$ cat src/rtl/uart_pkg.sv
// Shared UART definitions: data width, TX FIFO default depth, TX FSM state encoding.
package uart_pkg;

    localparam int UART_DATA_W    = 8;
    localparam int TXF_DEPTH_DEF  = 16;
    localparam int TXF_ADDR_W_DEF = 4;

    typedef enum logic [1:0] {
        TXF_IDLE  = 2'd0,
        TXF_ISSUE = 2'd1,
        TXF_WAIT  = 2'd2
    } txf_state_t;

endpackage

$ cat src/rtl/uart_fifo_ram.sv
// TX FIFO storage: DEPTH x UART_DATA_W, synchronous write, asynchronous head read.
module uart_fifo_ram
    import uart_pkg::*;
#(
    parameter int DEPTH  = TXF_DEPTH_DEF,
    parameter int ADDR_W = TXF_ADDR_W_DEF
) (
    input  logic                   sys_clk,
    input  logic                   we,
    input  logic [ADDR_W-1:0]      waddr,
    input  logic [UART_DATA_W-1:0] wdata,
    input  logic [ADDR_W-1:0]      raddr,
    output logic [UART_DATA_W-1:0] rdata
);

    logic [UART_DATA_W-1:0] mem [DEPTH];

    // Write the pushed byte into its slot; storage needs no reset.
    always_ff @(posedge sys_clk) begin
        if (we) begin
            mem[waddr] <= wdata;
        end
    end

    assign rdata = mem[raddr];

endmodule

$ cat src/rtl/uart_tx_fifo.sv
// UART transmit FIFO: buffers CSR byte writes and hands them one at a time to the
// bit-serialiser over the tx_data/tx_wr/tx_done handshake.
// Optional feature: define UART_TXFIFO_FLUSH_EN to add the flush input.
//
// state     | meaning
// ----------+-----------------------------------------------------------
// TXF_IDLE  | nothing in flight; pops the head as soon as the FIFO is non-empty
// TXF_ISSUE | tx_data loaded; tx_wr pulses for this single cycle
// TXF_WAIT  | serialiser busy; on tx_done pop the next byte or return to idle
module uart_tx_fifo
    import uart_pkg::*;
#(
    parameter int DEPTH  = TXF_DEPTH_DEF,
    parameter int ADDR_W = TXF_ADDR_W_DEF
) (
    input  logic                   sys_clk,
    input  logic                   sys_rst,
    input  logic [UART_DATA_W-1:0] wr_data,
    input  logic                   wr_en,
    output logic                   full,
    output logic                   empty,
    output logic [ADDR_W:0]        level,
    output logic                   ovf,
    input  logic                   ovf_clr,
    output logic                   tx_idle,
    output logic [UART_DATA_W-1:0] tx_data,
    output logic                   tx_wr,
`ifdef UART_TXFIFO_FLUSH_EN
    input  logic                   flush,
`endif
    input  logic                   tx_done
);

    localparam logic [ADDR_W:0] PTR_ONE = {{ADDR_W{1'b0}}, 1'b1};

    logic [ADDR_W:0]        wr_ptr;
    logic [ADDR_W:0]        rd_ptr;
    logic [UART_DATA_W-1:0] head;
    logic                   push;
    logic                   pop;
    logic                   drop;
    logic                   flush_i;
    txf_state_t             state;
    txf_state_t             state_nxt;

`ifdef UART_TXFIFO_FLUSH_EN
    assign flush_i = flush;
`else
    assign flush_i = 1'b0;
`endif

    assign empty   = (wr_ptr == rd_ptr);
    assign full    = (wr_ptr[ADDR_W] != rd_ptr[ADDR_W]) &&
                     (wr_ptr[ADDR_W-1:0] == rd_ptr[ADDR_W-1:0]);
    assign level   = wr_ptr - rd_ptr;
    assign tx_idle = empty && (state == TXF_IDLE);

    // A full FIFO still accepts a push when the head leaves in the same cycle;
    // the write lands in the slot being vacated, whose old byte is captured by tx_data.
    assign push = wr_en && !flush_i && (!full || pop);
    assign drop = wr_en && !flush_i && full && !pop;

    uart_fifo_ram #(
        .DEPTH  (DEPTH),
        .ADDR_W (ADDR_W)
    ) u_ram (
        .sys_clk (sys_clk),
        .we      (push),
        .waddr   (wr_ptr[ADDR_W-1:0]),
        .wdata   (wr_data),
        .raddr   (rd_ptr[ADDR_W-1:0]),
        .rdata   (head)
    );

    // State register.
    always_ff @(posedge sys_clk) begin
        if (sys_rst) begin
            state <= TXF_IDLE;
        end else begin
            state <= state_nxt;
        end
    end

    // Next-state, pop request and start pulse; a flush blocks any new pop.
    always_comb begin
        state_nxt = state;
        pop       = 1'b0;
        tx_wr     = 1'b0;
        case (state)
            TXF_IDLE: begin
                if (!empty && !flush_i) begin
                    pop       = 1'b1;
                    state_nxt = TXF_ISSUE;
                end
            end
            TXF_ISSUE: begin
                tx_wr     = 1'b1;
                state_nxt = TXF_WAIT;
            end
            TXF_WAIT: begin
                if (tx_done) begin
                    if (!empty && !flush_i) begin
                        pop       = 1'b1;
                        state_nxt = TXF_ISSUE;
                    end else begin
                        state_nxt = TXF_IDLE;
                    end
                end
            end
            default: begin
                state_nxt = TXF_IDLE;
            end
        endcase
    end

    // Read/write pointers; flush discards everything queued by catching rd up to wr.
    always_ff @(posedge sys_clk) begin
        if (sys_rst) begin
            wr_ptr <= '0;
            rd_ptr <= '0;
        end else begin
            if (push) begin
                wr_ptr <= wr_ptr + PTR_ONE;
            end
            if (flush_i) begin
                rd_ptr <= wr_ptr;
            end else if (pop) begin
                rd_ptr <= rd_ptr + PTR_ONE;
            end
        end
    end

    // Sticky overflow flag; a dropped push outranks a same-cycle clear.
    always_ff @(posedge sys_clk) begin
        if (sys_rst) begin
            ovf <= 1'b0;
        end else if (drop) begin
            ovf <= 1'b1;
        end else if (ovf_clr || flush_i) begin
            ovf <= 1'b0;
        end
    end

    // Capture the head on pop; held until the next pop so it is stable through tx_done.
    always_ff @(posedge sys_clk) begin
        if (sys_rst) begin
            tx_data <= '0;
        end else if (pop) begin
            tx_data <= head;
        end
    end

endmodule

$ cat config.mk
export PLATFORM = sky130hd
export DESIGN_NAME = uart_tx_fifo
export DESIGN_NICKNAME = d
export VERILOG_FILES = /design/src/rtl/uart_pkg.sv /design/src/rtl/uart_fifo_ram.sv /design/src/rtl/uart_tx_fifo.sv
export SDC_FILE = /design/constraint.sdc
export NUM_CORES = 1
export LEC_CHECK = 0
export ABC_AREA = 0
export CAP_MARGIN = 25
export CORE_ASPECT_RATIO = 1.25
export CORE_MARGIN = 5
export CORE_UTILIZATION = 59
export CTS_BUF_LIST = sky130_fd_sc_hd__clkbuf_8
export CTS_CLUSTER_DIAMETER = 100
export DETAILED_ROUTE_END_ITERATION = 10
export MAX_ROUTING_LAYER = met4
export PLACE_DENSITY = 0.79
export SYNTH_ARGS = -nofsm -noshare
export SYNTH_HDL_FRONTEND = slang
export SYNTH_HIERARCHICAL = 1
export SYNTH_SLANG_ARGS = --single-unit
$ cat constraint.sdc
create_clock -name sys_clk -period 7.2 [get_ports sys_clk]
set_input_delay 1.44 -clock sys_clk [delete_from_list [all_inputs] [get_ports sys_clk]]
set_output_delay 1.44 -clock sys_clk [all_outputs]
set_load 0.1 [all_outputs]
# Word level (Yosys, flattened, before mapping)
# Memory sizes are Yosys's and may differ from the RTL's. A register that Yosys moved wholly into a read port is not among the register bits.
# Index checks and enable logic that the tools add are counted.
[totals]
ff_bits = 13
memories = 1
elab_cells = 38
out_inout_bits = 18
mem_bits_rw = 128
inputBits = 13
[mem_list]
columns = ["name", "depth", "width", "rd", "rd_clocked_by_memory_dff", "wr", "line_no", "source"]
rows = [
  ["u_ram.mem", 16, 8, 1, 1, 1, "uart_fifo_ram.sv:16", "logic [UART_DATA_W-1:0] mem [DEPTH];"],
]
[op_classes]
add_sub_neg = 3
n_eq_ne = 7
n_mux = 12
n_reduce_logical = 11
[op_table]
columns = ["operator", "n"]
rows = [
  ["adder 5 x 1 -> 5 bit (second input constant)", 2],
  ["two-way mux 1 bit", 8],
  ["case mux 2 bit (3 select lines)", 1],
  ["== test 5 bit", 1],
  ["logical AND 1 bit", 5],
  ["subtractor 5 bit", 1],
  ["== test 4 bit", 1],
  ["two-way mux 2 bit", 2],
  ["!= test 2 bit (second input constant)", 2],
  ["== test 2 x 1 -> 1 bit (second input constant)", 1],
  ["== test 2 bit (second input constant)", 1],
  ["logical NOT 1 bit", 2],
  ["logical NOT 2 bit", 1],
  ["case mux 1 bit (2 select lines)", 1],
  ["AND reduction 2 bit", 1],
  ["nonzero test 2 bit", 1],
  ["logical OR 1 bit", 1],
  ["!= test 1 bit", 1],
]

# Logic depth before layout (Yosys ltp)
# Gate-level depths: netlist of the first run.
[logic_depth]
ltp_word = 8
ltp_mapped = 8
mapped_depth_nobuf = 7

# Cells and area by module
# The synthesis of the first run kept the hierarchy.
[modules_own_cells]
columns = ["module", "area_per_inst_um2", "n_inst", "cells_per_inst", "seq_area_each_um2"]
rows = [
  ["uart_fifo_ram", 4987.3, 1, 221, 3843.7],
  ["uart_tx_fifo", 1059.8, 1, 117, 420.4],
]

# Worst setup path before layout of the first run
# No wires, ideal clock.
[synth_path]
path_type = "reg2out"
start = "register wr_ptr[0]"
end = "output port tx_idle"
required_ns = 5.760
arrival_ns = 4.161
path_slack_ns = 1.599
path_stages_with_launch = 6
n_path_buf = 0
path_cell_list = "dfxtp_1 -> inv_1 -> ha_1 -> and4_1 -> and2_1 -> nor3b_1"
[synth_between]
elab_chain_len = 2
[synth_rtl]
columns = ["element", "line_no", "source"]
rows = [
  ["start, declared", "uart_tx_fifo.sv:36", "logic [ADDR_W:0] wr_ptr;"],
  ["start signal, assigned", "uart_tx_fifo.sv:123", "wr_ptr <= wr_ptr + PTR_ONE;"],
  ["== test 5 bit", "uart_tx_fifo.sv:52", "assign empty = (wr_ptr == rd_ptr);"],
  ["named net empty", "uart_tx_fifo.sv:21", "output logic empty,"],
  ["logical AND 1 bit", "uart_tx_fifo.sv:56", "assign tx_idle = empty && (state == TXF_IDLE);"],
  ["end, declared", "uart_tx_fifo.sv:25", "output logic tx_idle,"],
]
# The timed path passes the listed nets, and every way through them passes these cells.

# Worst setup path after layout of the first run
[layout_path]
start = "register wr_ptr[0]"
end = "output port level[4]"
[layout_between]
elab_chain_len = 1
[layout_rtl]
columns = ["element", "line_no", "source"]
rows = [
  ["subtractor 5 bit", "uart_tx_fifo.sv:55", "assign level = wr_ptr - rd_ptr;"],
  ["end, declared", "uart_tx_fifo.sv:22", "output logic [ADDR_W:0] level,"],
]
# No other way between the ends.

==> results.py, run 1 <==
metrics = {
    "die": {
        "start_util_pct": 60.1,
        "die-area_mm2": 0.0124,
        "coreArea_mm2": 0.0101,
        "die_w_um": 101,
        "fp.dieH_um": 123,
        "rows": 41,
        "ios": 31,
    },
    "critical_path": {
        "cp_top_family": "buffers and inverters",
        "critPathCaptureType": "primary output",
        "arrival_ps": 3220,
        "path_common_cell": "inv_1",
        "path_class": "reg2out",
        "cp_max_fo": 12,
        "cp_slowest_stage_delay_ps": 1150,
        "crit_buf_inv": 3,
        "required_ps": 5760,
        "path_cells": "inv_1 > ha_1 > fa_1 > inv_1 > a21o_1 > a21oi_1 > xnor2_1 > clkdlybuf4s50_1",
        "critPathLaunchType": "flip-flop",
        "slowest_stage": "clkdlybuf4s50_1",
    },
    "yosys": {
        "synth_top_area_cell": "edfxtp_1",
        "ys_seq_area_share_pct": 70.5,
        "ys_top_cells_by_count": "edfxtp_1 (128), nor2_1 (30), dfxtp_1 (21)",
        "ys_seq_elements": 149,
        "ys_types": 38,
        "synth_warnings": 6,
        "synthArstFlopShare_pct": 0,
        "syn_inst": 338,
        "yosys-top-cells-area": "edfxtp_1 (64%), dfxtp_1 (7.0%), mux4_2 (6.7%)",
        "synth_top_area_share_pct": 63.6,
        "syn-cell-area_mm2": 0.00605,
        "ys_dominant_reg_cell": "edfxtp_1",
        "synth_edf_count": 128,
        "mappedNetlistNets": 358,
        "avgSynthCellArea_um2": 17.9,
        "yosysMostFrequentCell": "edfxtp_1",
    },
    "timing": {
        "max_freq_ghz": 0.215,
        "fin_hold_ws_ps": 496,
        "relSlewSlack_pct": 30.1,
        "max_slew.worst_pin.slew_ps": 1040,
        "setup_viol": 0,
        "tns_ps": 0,
        "finalHoldViolCount": 0,
        "rsz0062_at_grt": "false",
        "period_needed_ps": 4660,
        "slew_violations": 0,
        "finalCritPeriodShare_pct": 64.7,
        "skew_ps": 7.97,
    },
    "layout": {
        "n_fill_cell": 660,
        "fin_cells": 522,
        "num-nets-final": 400,
        "multi_input_area_mm2": 0.00163,
        "num_antenna_cells": 0,
        "drive_above_1_share_pct": 15.0,
        "syn_to_final_growth_pct": 12.5,
        "regArea_mm2": 0.00427,
    },
    "routing": {
        "routedWlPerCell_um": 21.9,
        "vias_per_cell": 6.12,
        "drc": 0,
        "routed-via-count": 3194,
        "antenna_left": 0,
        "drt_iter0_markers": 284,
        "wirelength_um": 11500,
        "dr.pass1.iters": 5,
    },
    "power_and_ir_drop": {
        "finalPower_uw": 2350,
        "ir_drop_mv": 0.181,
        "p_leak_uw": 0.00221,
        "p_per_area_mw_per_mm2": 345,
    },
    "clocking": {
        "htreeDepth": 4,
        "postCtsSetupBuffers": 0,
        "cts_resized": 0,
        "clk_path_buf_depth": 2,
        "cts_hold_buf": 0,
        "cts_tree": "built",
        "clk_pin_slew_ps": 70,
        "cts_made_buffers": 17,
        "cts_sinks": 149,
        "worstSkewPairLatency_ps": 440,
        "root_buffer": "clkbuf_8",
    },
    "grt": {
        "grt_max_degree": 37,
        "grt_util_all_layers_pct": 20.6,
        "grt_overflow": 0,
        "grt_pass1_vias": 3219,
        "grt_pass1_wl_um": 17600,
        "grt_antenna_before_repair": 0,
    },
    "placement": {
        "portBuffers": 30,
        "place_inst": 490,
        "place.gp.congestion": 0.842,
        "dp_hpwl_um": 7180,
    },
    "status": {
        "status": "complete, no violations",
    },
    "min_path": {
        "hold_class": "reg2reg",
    },
    "flow_run": {
        "maxCapViolCount": 0,
    },
}
[cells in the final DEF, fill, tap and decap left out, types with 4 or more instances in the layout]
cell type and count:
edfxtp_1 128, nor2_1 30, clkdlybuf4s50_1 30, clkbuf_8 21, dfxtp_1 20, mux4_2 18
a22oi_1 16, inv_1 14, mux4_1 14, a21oi_1 10, mux2i_1 9, nand2_1 9
buf_4 7, xnor2_1 6, ha_1 6, clkinv_2 6, nor2b_1 4, o21ai_0 4
nand3_1 4, nor3_1 4
[state kept, by name, indices dropped and copies added (netlist names)]
name       flops
wr_ptr         5
tx_data        8
ovf            1
u_ram/mem    128
state          2
rd_ptr         5
[worst reg2reg max path, delay by kind of cell, from the launching register on]
family / cells / cell delay, ps
adder cells (fa/ha/maj): 1 / 350
buffers and inverters: 1 / 90
flip-flops: 1 / 530
AND/OR/NAND/NOR: 4 / 1610
AO/OA/AOI/OAI: 1 / 160
[cell families (layout without fill, tap and decap cells)]
family / Yosys count / after routing / share of synthesized area (%)
buffers and inverters: 26 / 81 / 2.57
XOR/XNOR: 7 / 7 / 1.14
flip-flops: 149 / 149 / 70.5
AO/OA/AOI/OAI: 38 / 38 / 4.26
AND/OR/NAND/NOR: 70 / 70 / 5.67
multiplexers: 41 / 41 / 14.3
adder cells (fa/ha/maj): 7 / 7 / 1.57
[report_power, final]
part | internal, µW | switching (µW) | total (µW) | leakage (µW)
sequential | 971 | 22.8 | 993 | 0.00133
clock | 269 | 287 | 556 | 0.000190
combinational | 266 | 533 | 799 | 0.000694
total | 1510 | 843 | 2350 | 0.00221
[layer usage]
| layer | GRT usage, % | wire [µm] |
|---|---|---|
| met1 | 25.5 | 4600 |
| met2 | 31.4 | 5690 |
| met3 | 5.14 | 755 |
| met4 | 11.3 | 410 |
| met5 | - | 0 |
[layout make-up]
type,instances,area share [%]
Sequential cell,149,62.7
Clock inverter,11,0.901
Tap cell,129,2.37
Inverter,12,0.662
Clock buffer,21,4.25
Multi-Input combinational cell,163,23.9
Timing Repair Buffer,37,5.19
[through the flow]
| step | area [µm²] | util [%] | worst slack [ps] |
|---|---|---|---|
| after floorplan | 6050 | - | 1600 |
| after detailed placement | 6450 | 64.2 | 3020 |
| after CTS | 6800 | 67.7 | 2510 |
| final | 6800 | 67.7 | 2540 |
| after global placement | 6450 | 64.2 | 3040 |
| after global routing | 6800 | 67.7 | 2380 |
[worst paths after layout]
| check | to | start | slack [ps] | cells after the start |
|---|---|---|---|---|
| worst max-delay path | level[4] | wr_ptr[0] | 2540 | 8 |
| worst min-delay path | tx_data[3] | tx_data[3] | 500 | 2 |
| worst max register to register | u_ram/mem[2][6] | wr_ptr[0] | 4100 | 7 |
| worst min register to register | tx_data[3] | tx_data[3] | 500 | 2 |
Power figures use the tool's default switching activity.
==> inputs of run 2 (changes only) <==
--- a/config.mk
+++ b/config.mk
@@ -9,12 +9,12 @@
 export CAP_MARGIN = 25
 export CORE_ASPECT_RATIO = 1.25
 export CORE_MARGIN = 5
-export CORE_UTILIZATION = 59
+export CORE_UTILIZATION = 56
 export CTS_BUF_LIST = sky130_fd_sc_hd__clkbuf_8
 export CTS_CLUSTER_DIAMETER = 100
 export DETAILED_ROUTE_END_ITERATION = 10
 export MAX_ROUTING_LAYER = met4
-export PLACE_DENSITY = 0.79
+export PLACE_DENSITY = 0.78
 export SYNTH_ARGS = -nofsm -noshare
 export SYNTH_HDL_FRONTEND = slang
 export SYNTH_HIERARCHICAL = 1
==> constraint.sdc (replaced) <==
create_clock -name sys_clk -period 4.2 [get_ports sys_clk]
set_input_delay 0.84 -clock sys_clk [delete_from_list [all_inputs] [get_ports sys_clk]]
set_output_delay 0.84 -clock sys_clk [all_outputs]
set_load 0.1 [all_outputs]
==> results.py, run 2 (synthesis results as in run 1) <==
metrics = {
    "status": {
        "status": "complete, no violations",
    },
    "layout": {
        "layout_common_cells": "edfxtp_1 (128), nor2_1 (30), clkdlybuf4s50_1 (22)",
        "multi_input_area_mm2": 0.00163,
        "regArea_mm2": 0.00427,
        "drive_above_1_share_pct": 16.7,
        "layout_commonest_cell": "edfxtp_1",
        "reg_top3": "u_ram/mem (128), tx_data (8)",
        "post-route-cell-area_mm2": 0.00679,
        "largest_register_ffs": 128,
        "regMostFlops": "u_ram/mem",
        "syn_to_final_growth_pct": 12.3,
        "n_fill_cell": 728,
        "num-nets-final": 404,
        "num_antenna_cells": 0,
    },
    "placement": {
        "portBuffers": 30,
        "dp_hpwl_um": 7760,
        "place.gp.congestion": 0.806,
        "postPlaceCellArea_mm2": 0.00648,
    },
    "routing": {
        "route.met2.wl_um": 5830,
        "routed-via-count": 3211,
        "dr.pass1.iters": 7,
        "vias_per_cell": 6.08,
        "routedWlPerCell_um": 21.7,
        "drt_iter0_markers": 315,
        "wl_met3_um": 736,
        "wirelength_um": 11500,
        "drc": 0,
        "wl_met1_um": 4710,
        "antenna_left": 0,
        "top_layer": "met4",
    },
    "timing": {
        "finalCritPeriodShare_pct": 75.2,
        "tns_ps": 0,
        "period_needed_ps": 3160,
        "relSlewSlack_pct": 33.2,
        "max_freq_ghz": 0.317,
        "finalHoldViolCount": 0,
        "rsz0062_at_grt": "false",
        "setup_viol": 0,
        "slew_violations": 0,
        "max_slew.worst_pin.slew_ps": 998,
        "skew_ps": 10.6,
    },
    "critical_path": {
        "path_cells": "buf_4 > fa_1 > inv_1 > a21o_1 > a21oi_1 > xnor2_1 > buf_4",
        "critPathLaunchType": "flip-flop",
        "crit_path_start": "rd_ptr[1]",
        "critPathCaptureType": "primary output",
        "reg2reg_depth": 8,
        "cp_max_fo": 36,
        "required_ps": 3360,
        "arrival_ps": 2320,
        "rrSetupSlack_ps": 1110,
        "cp_slowest_stage_delay_ps": 420,
        "rr_startpoint": "rd_ptr[2]",
        "path_common_cell": "buf_4",
        "slowest_stage": "buf_4",
        "r2r_end": "u_ram/mem[3][2]",
        "path_class": "reg2out",
    },
    "die": {
        "start_util_pct": 57.2,
        "die_w_um": 103,
        "ios": 31,
        "rows": 42,
        "fp.dieH_um": 126,
        "coreArea_mm2": 0.0106,
        "die-area_mm2": 0.0130,
    },
    "clocking": {
        "postCtsSetupBuffers": 0,
        "clk_path_buf_depth": 2,
        "cts_hold_buf": 0,
        "cts_tree": "built",
        "worstSkewPairLatency_ps": 420,
        "cts_sinks": 149,
        "root_buffer": "clkbuf_8",
        "cts_resized": 0,
        "clk_pin_slew_ps": 70,
        "htreeDepth": 4,
        "cts_made_buffers": 17,
    },
    "grt": {
        "grt_antenna_before_repair": 0,
        "grt_overflow": 0,
        "grt_util_all_layers_pct": 19.8,
        "grt_pass1_vias": 3201,
        "grt_max_degree": 37,
        "grt_pass1_wl_um": 18200,
    },
    "power_and_ir_drop": {
        "p_leak_uw": 0.00222,
        "finalPower_uw": 3950,
        "ir_drop_mv": 0.358,
        "p_per_area_mw_per_mm2": 582,
    },
    "flow_run": {
        "maxCapViolCount": 0,
    },
    "min_path": {
        "min_to": "tx_data[1]",
        "hold_depth": 2,
        "hp-start": "tx_data[1]",
        "hold_class": "reg2reg",
    },
}
run 2: changes by cell type in the layout (fill, tap and decap cells not counted), moves of 2 or more:
| cell | delta |
|---|---|
| buf_4 | +11 |
| clkdlybuf4s50_1 | -8 |
| clkbuf_8 | -4 |
| clkinv_2 | -2 |
| clkinv_1 | +6 |
run 2: worst max-delay path by stage:
stage,endpoint,slack (ps),cells past startpoint
2_1_floorplan,tx_idle,150,5
3_3_place_gp,u_ram/mem[3][1],870,7
3_5_place_dp,u_ram/mem[3][7],730,7
4_1_cts,level[4],980,7
5_1_grt,level[4],880,7
6_report,level[4],1040,7
run 2: area by class of cell:
| class | count | share of cell area [%] |
|---|---|---|
| Sequential cell | 149 | 62.8 |
| Multi-Input combinational cell | 163 | 24.1 |
| Timing Repair Buffer | 41 | 5.53 |
| Clock buffer | 17 | 3.45 |
| Tap cell | 132 | 2.43 |
| Clock inverter | 14 | 1.05 |
| Inverter | 12 | 0.663 |
run 2: per-stage QoR:
step	util, %	setup WS [ps]	hold WS, ps	std cells
2_1_floorplan	-	154	492	338
3_3_place_gp	61.4	870	479	497
3_5_place_dp	61.4	726	499	497
4_1_cts	64.3	984	519	528
5_1_grt	64.3	880	564	528
6_report	64.3	1040	507	528
run 2: critical path, delay by kind of cell, from the launching register on:
| family | cells | cell delay, ps |
|---|---|---|
| buffers and inverters | 3 | 780 |
| AOI/OAI and AO/OA | 2 | 340 |
| DFF | 1 | 330 |
| xor gates and xnor gates | 1 | 140 |
| adders and majority gates | 1 | 300 |
run 2: report_power, final:
group	total [µW]	internal [µW]	switching, µW
combinational	1380	463	918
sequential	1710	1660	40.6
clock	862	387	475
total	3950	2510	1430
run 2: layer usage:
layer	track usage, %	vias up
li1	-	1444
met1	26.8	1624
met2	29.6	132
met3	5.14	11
met4	6.55	0
met5	-	-
==> inputs of run 3 (changes only) <==
==> constraint.sdc (replaced) <==
create_clock -name sys_clk -period 2.8 [get_ports sys_clk]
set_input_delay 0.56 -clock sys_clk [delete_from_list [all_inputs] [get_ports sys_clk]]
set_output_delay 0.56 -clock sys_clk [all_outputs]
set_load 0.1 [all_outputs]
==> results.py, run 3 (synthesis results as in run 1) <==
metrics = {
    "layout": {
        "reg_top3": "u_ram/mem (128), tx_data (8)",
        "regMostFlops": "u_ram/mem",
        "layout_common_cells": "edfxtp_1 (128), buf_4 (37), nor2_1 (30)",
        "layout_commonest_cell": "edfxtp_1",
        "drive_above_1_share_pct": 25.8,
        "largest_register_ffs": 128,
        "syn_to_final_growth_pct": 17.6,
        "num-nets-final": 419,
        "num_antenna_cells": 0,
        "post-route-cell-area_mm2": 0.00711,
    },
    "min_path": {
        "hp-start": "tx_data[6]",
        "hold_class": "reg2reg",
    },
    "clocking": {
        "cts_made_buffers": 17,
        "clk_pin_slew_ps": 80,
        "htreeDepth": 4,
        "cts_sinks": 149,
        "worstSkewPairLatency_ps": 440,
        "postCtsSetupBuffers": 0,
        "cts_tree": "built",
        "root_buffer": "clkbuf_8",
        "cts_hold_buf": 0,
        "clk_path_buf_depth": 2,
    },
    "die": {
        "fp.dieH_um": 126,
        "die-area_mm2": 0.0130,
        "rows": 42,
        "start_util_pct": 57.2,
        "die_w_um": 103,
        "ios": 31,
        "coreArea_mm2": 0.0106,
    },
    "timing": {
        "rsz0062_at_grt": "false",
        "max_freq_ghz": 0.372,
        "period_needed_ps": 2690,
        "skew_ps": 9.05,
        "setup_viol": 0,
        "fin_ws_ps": 111,
        "finalCritPeriodShare_pct": 96.0,
        "finalHoldViolCount": 0,
        "max_slew.worst_pin.slew_ps": 781,
        "slew_violations": 0,
        "relSlewSlack_pct": 47.8,
    },
    "routing": {
        "dr.pass1.iters": 5,
        "routedWlPerCell_um": 22.4,
        "wirelength_um": 12200,
        "routed-via-count": 3280,
        "vias_per_cell": 6.04,
        "antenna_left": 0,
        "drt_iter0_markers": 264,
        "drc": 0,
    },
    "critical_path": {
        "path_class": "reg2out",
        "required_ps": 2240,
        "arrival_ps": 2130,
        "cp_max_fo": 7,
        "critPathCaptureType": "primary output",
        "rr_startpoint": "wr_ptr[3]",
        "crit_path_start": "rd_ptr[3]",
        "critPathLaunchType": "flip-flop",
    },
    "placement": {
        "postPlaceCellArea_mm2": 0.00669,
        "place.gp.congestion": 0.802,
        "dpl_worst_slack_ps": 122,
        "portBuffers": 30,
        "dp_hpwl_um": 8310,
    },
    "flow_run": {
        "maxCapViolCount": 0,
    },
    "grt": {
        "grt_pass1_wl_um": 19100,
        "grt_pass1_vias": 3395,
        "grt_overflow": 0,
        "grt_antenna_before_repair": 0,
        "grt_max_degree": 36,
        "grt_util_all_layers_pct": 21.1,
    },
    "status": {
        "status": "complete, no violations",
    },
    "power_and_ir_drop": {
        "ir_drop_mv": 0.614,
        "p_leak_uw": 0.00241,
        "p_per_area_mw_per_mm2": 910,
        "finalPower_uw": 6470,
    },
}
## run 3: worst max-delay path, stage by stage (launching register included)
cell     delay [ps]
dfxtp_2         390
inv_1            60
ha_2            390
and4_4          260
and2_2          180
nor3b_4         220
buf_12          200
## run 3: layout make-up
type                            count  area (µm²)
Sequential cell                   149        4270
Fill cell                         689        3450
Multi-Input combinational cell    163        1700
Timing Repair Buffer               56         538
Clock buffer                       17         234
Tap cell                          132         165
Clock inverter                     14         164
Inverter                           12        45.0
## run 3: per-stage QoR
step / TNS (ps) / hold slack, ps / utilization, % / instances
final: 0 / 503 / 67.3 / 543
after global routing: 0 / 555 / 67.3 / 543
after CTS: 0 / 511 / 67.1 / 543
after detailed placement: 0 / 490 / 63.3 / 512
after global placement: 0 / 479 / 63.3 / 512
after floorplan: -618 / 492 / - / 338
## run 3: final timing paths
path / cells after the start / slack (ps) / endpoint
max: 6 / 110 / tx_idle
min: 2 / 500 / tx_data[6]
max reg2reg: 8 / 300 / u_ram/mem[0][4]
min reg2reg: 2 / 500 / tx_data[6]
## run 3: power breakdown
| group | total [µW] | internal, µW | switching [µW] | leakage, µW |
|---|---|---|---|---|
| Clock | 1630 | 870 | 765 | 0.000198 |
| Combinational | 2280 | 846 | 1430 | 0.000881 |
| Sequential | 2560 | 2500 | 64.0 | 0.00133 |
| Total | 6470 | 4210 | 2260 | 0.00241 |
## run 3: layer usage
layer	track usage (%)	vias to the layer above	part of all wire (%)	wire length, µm
li1	-	1466	-	-
met3	6.03	23	5.5	668
met2	31.7	121	50	6080
met5	-	-	0	0
met1	27.0	1670	42	5080
met4	8.99	0	2.9	355
## run 3: timing repair
item | CTS | global route
endpoints found under the hold margin | 0 | 0
setup endpoints to repair | 1 | 2
resized for setup | 2 | 6
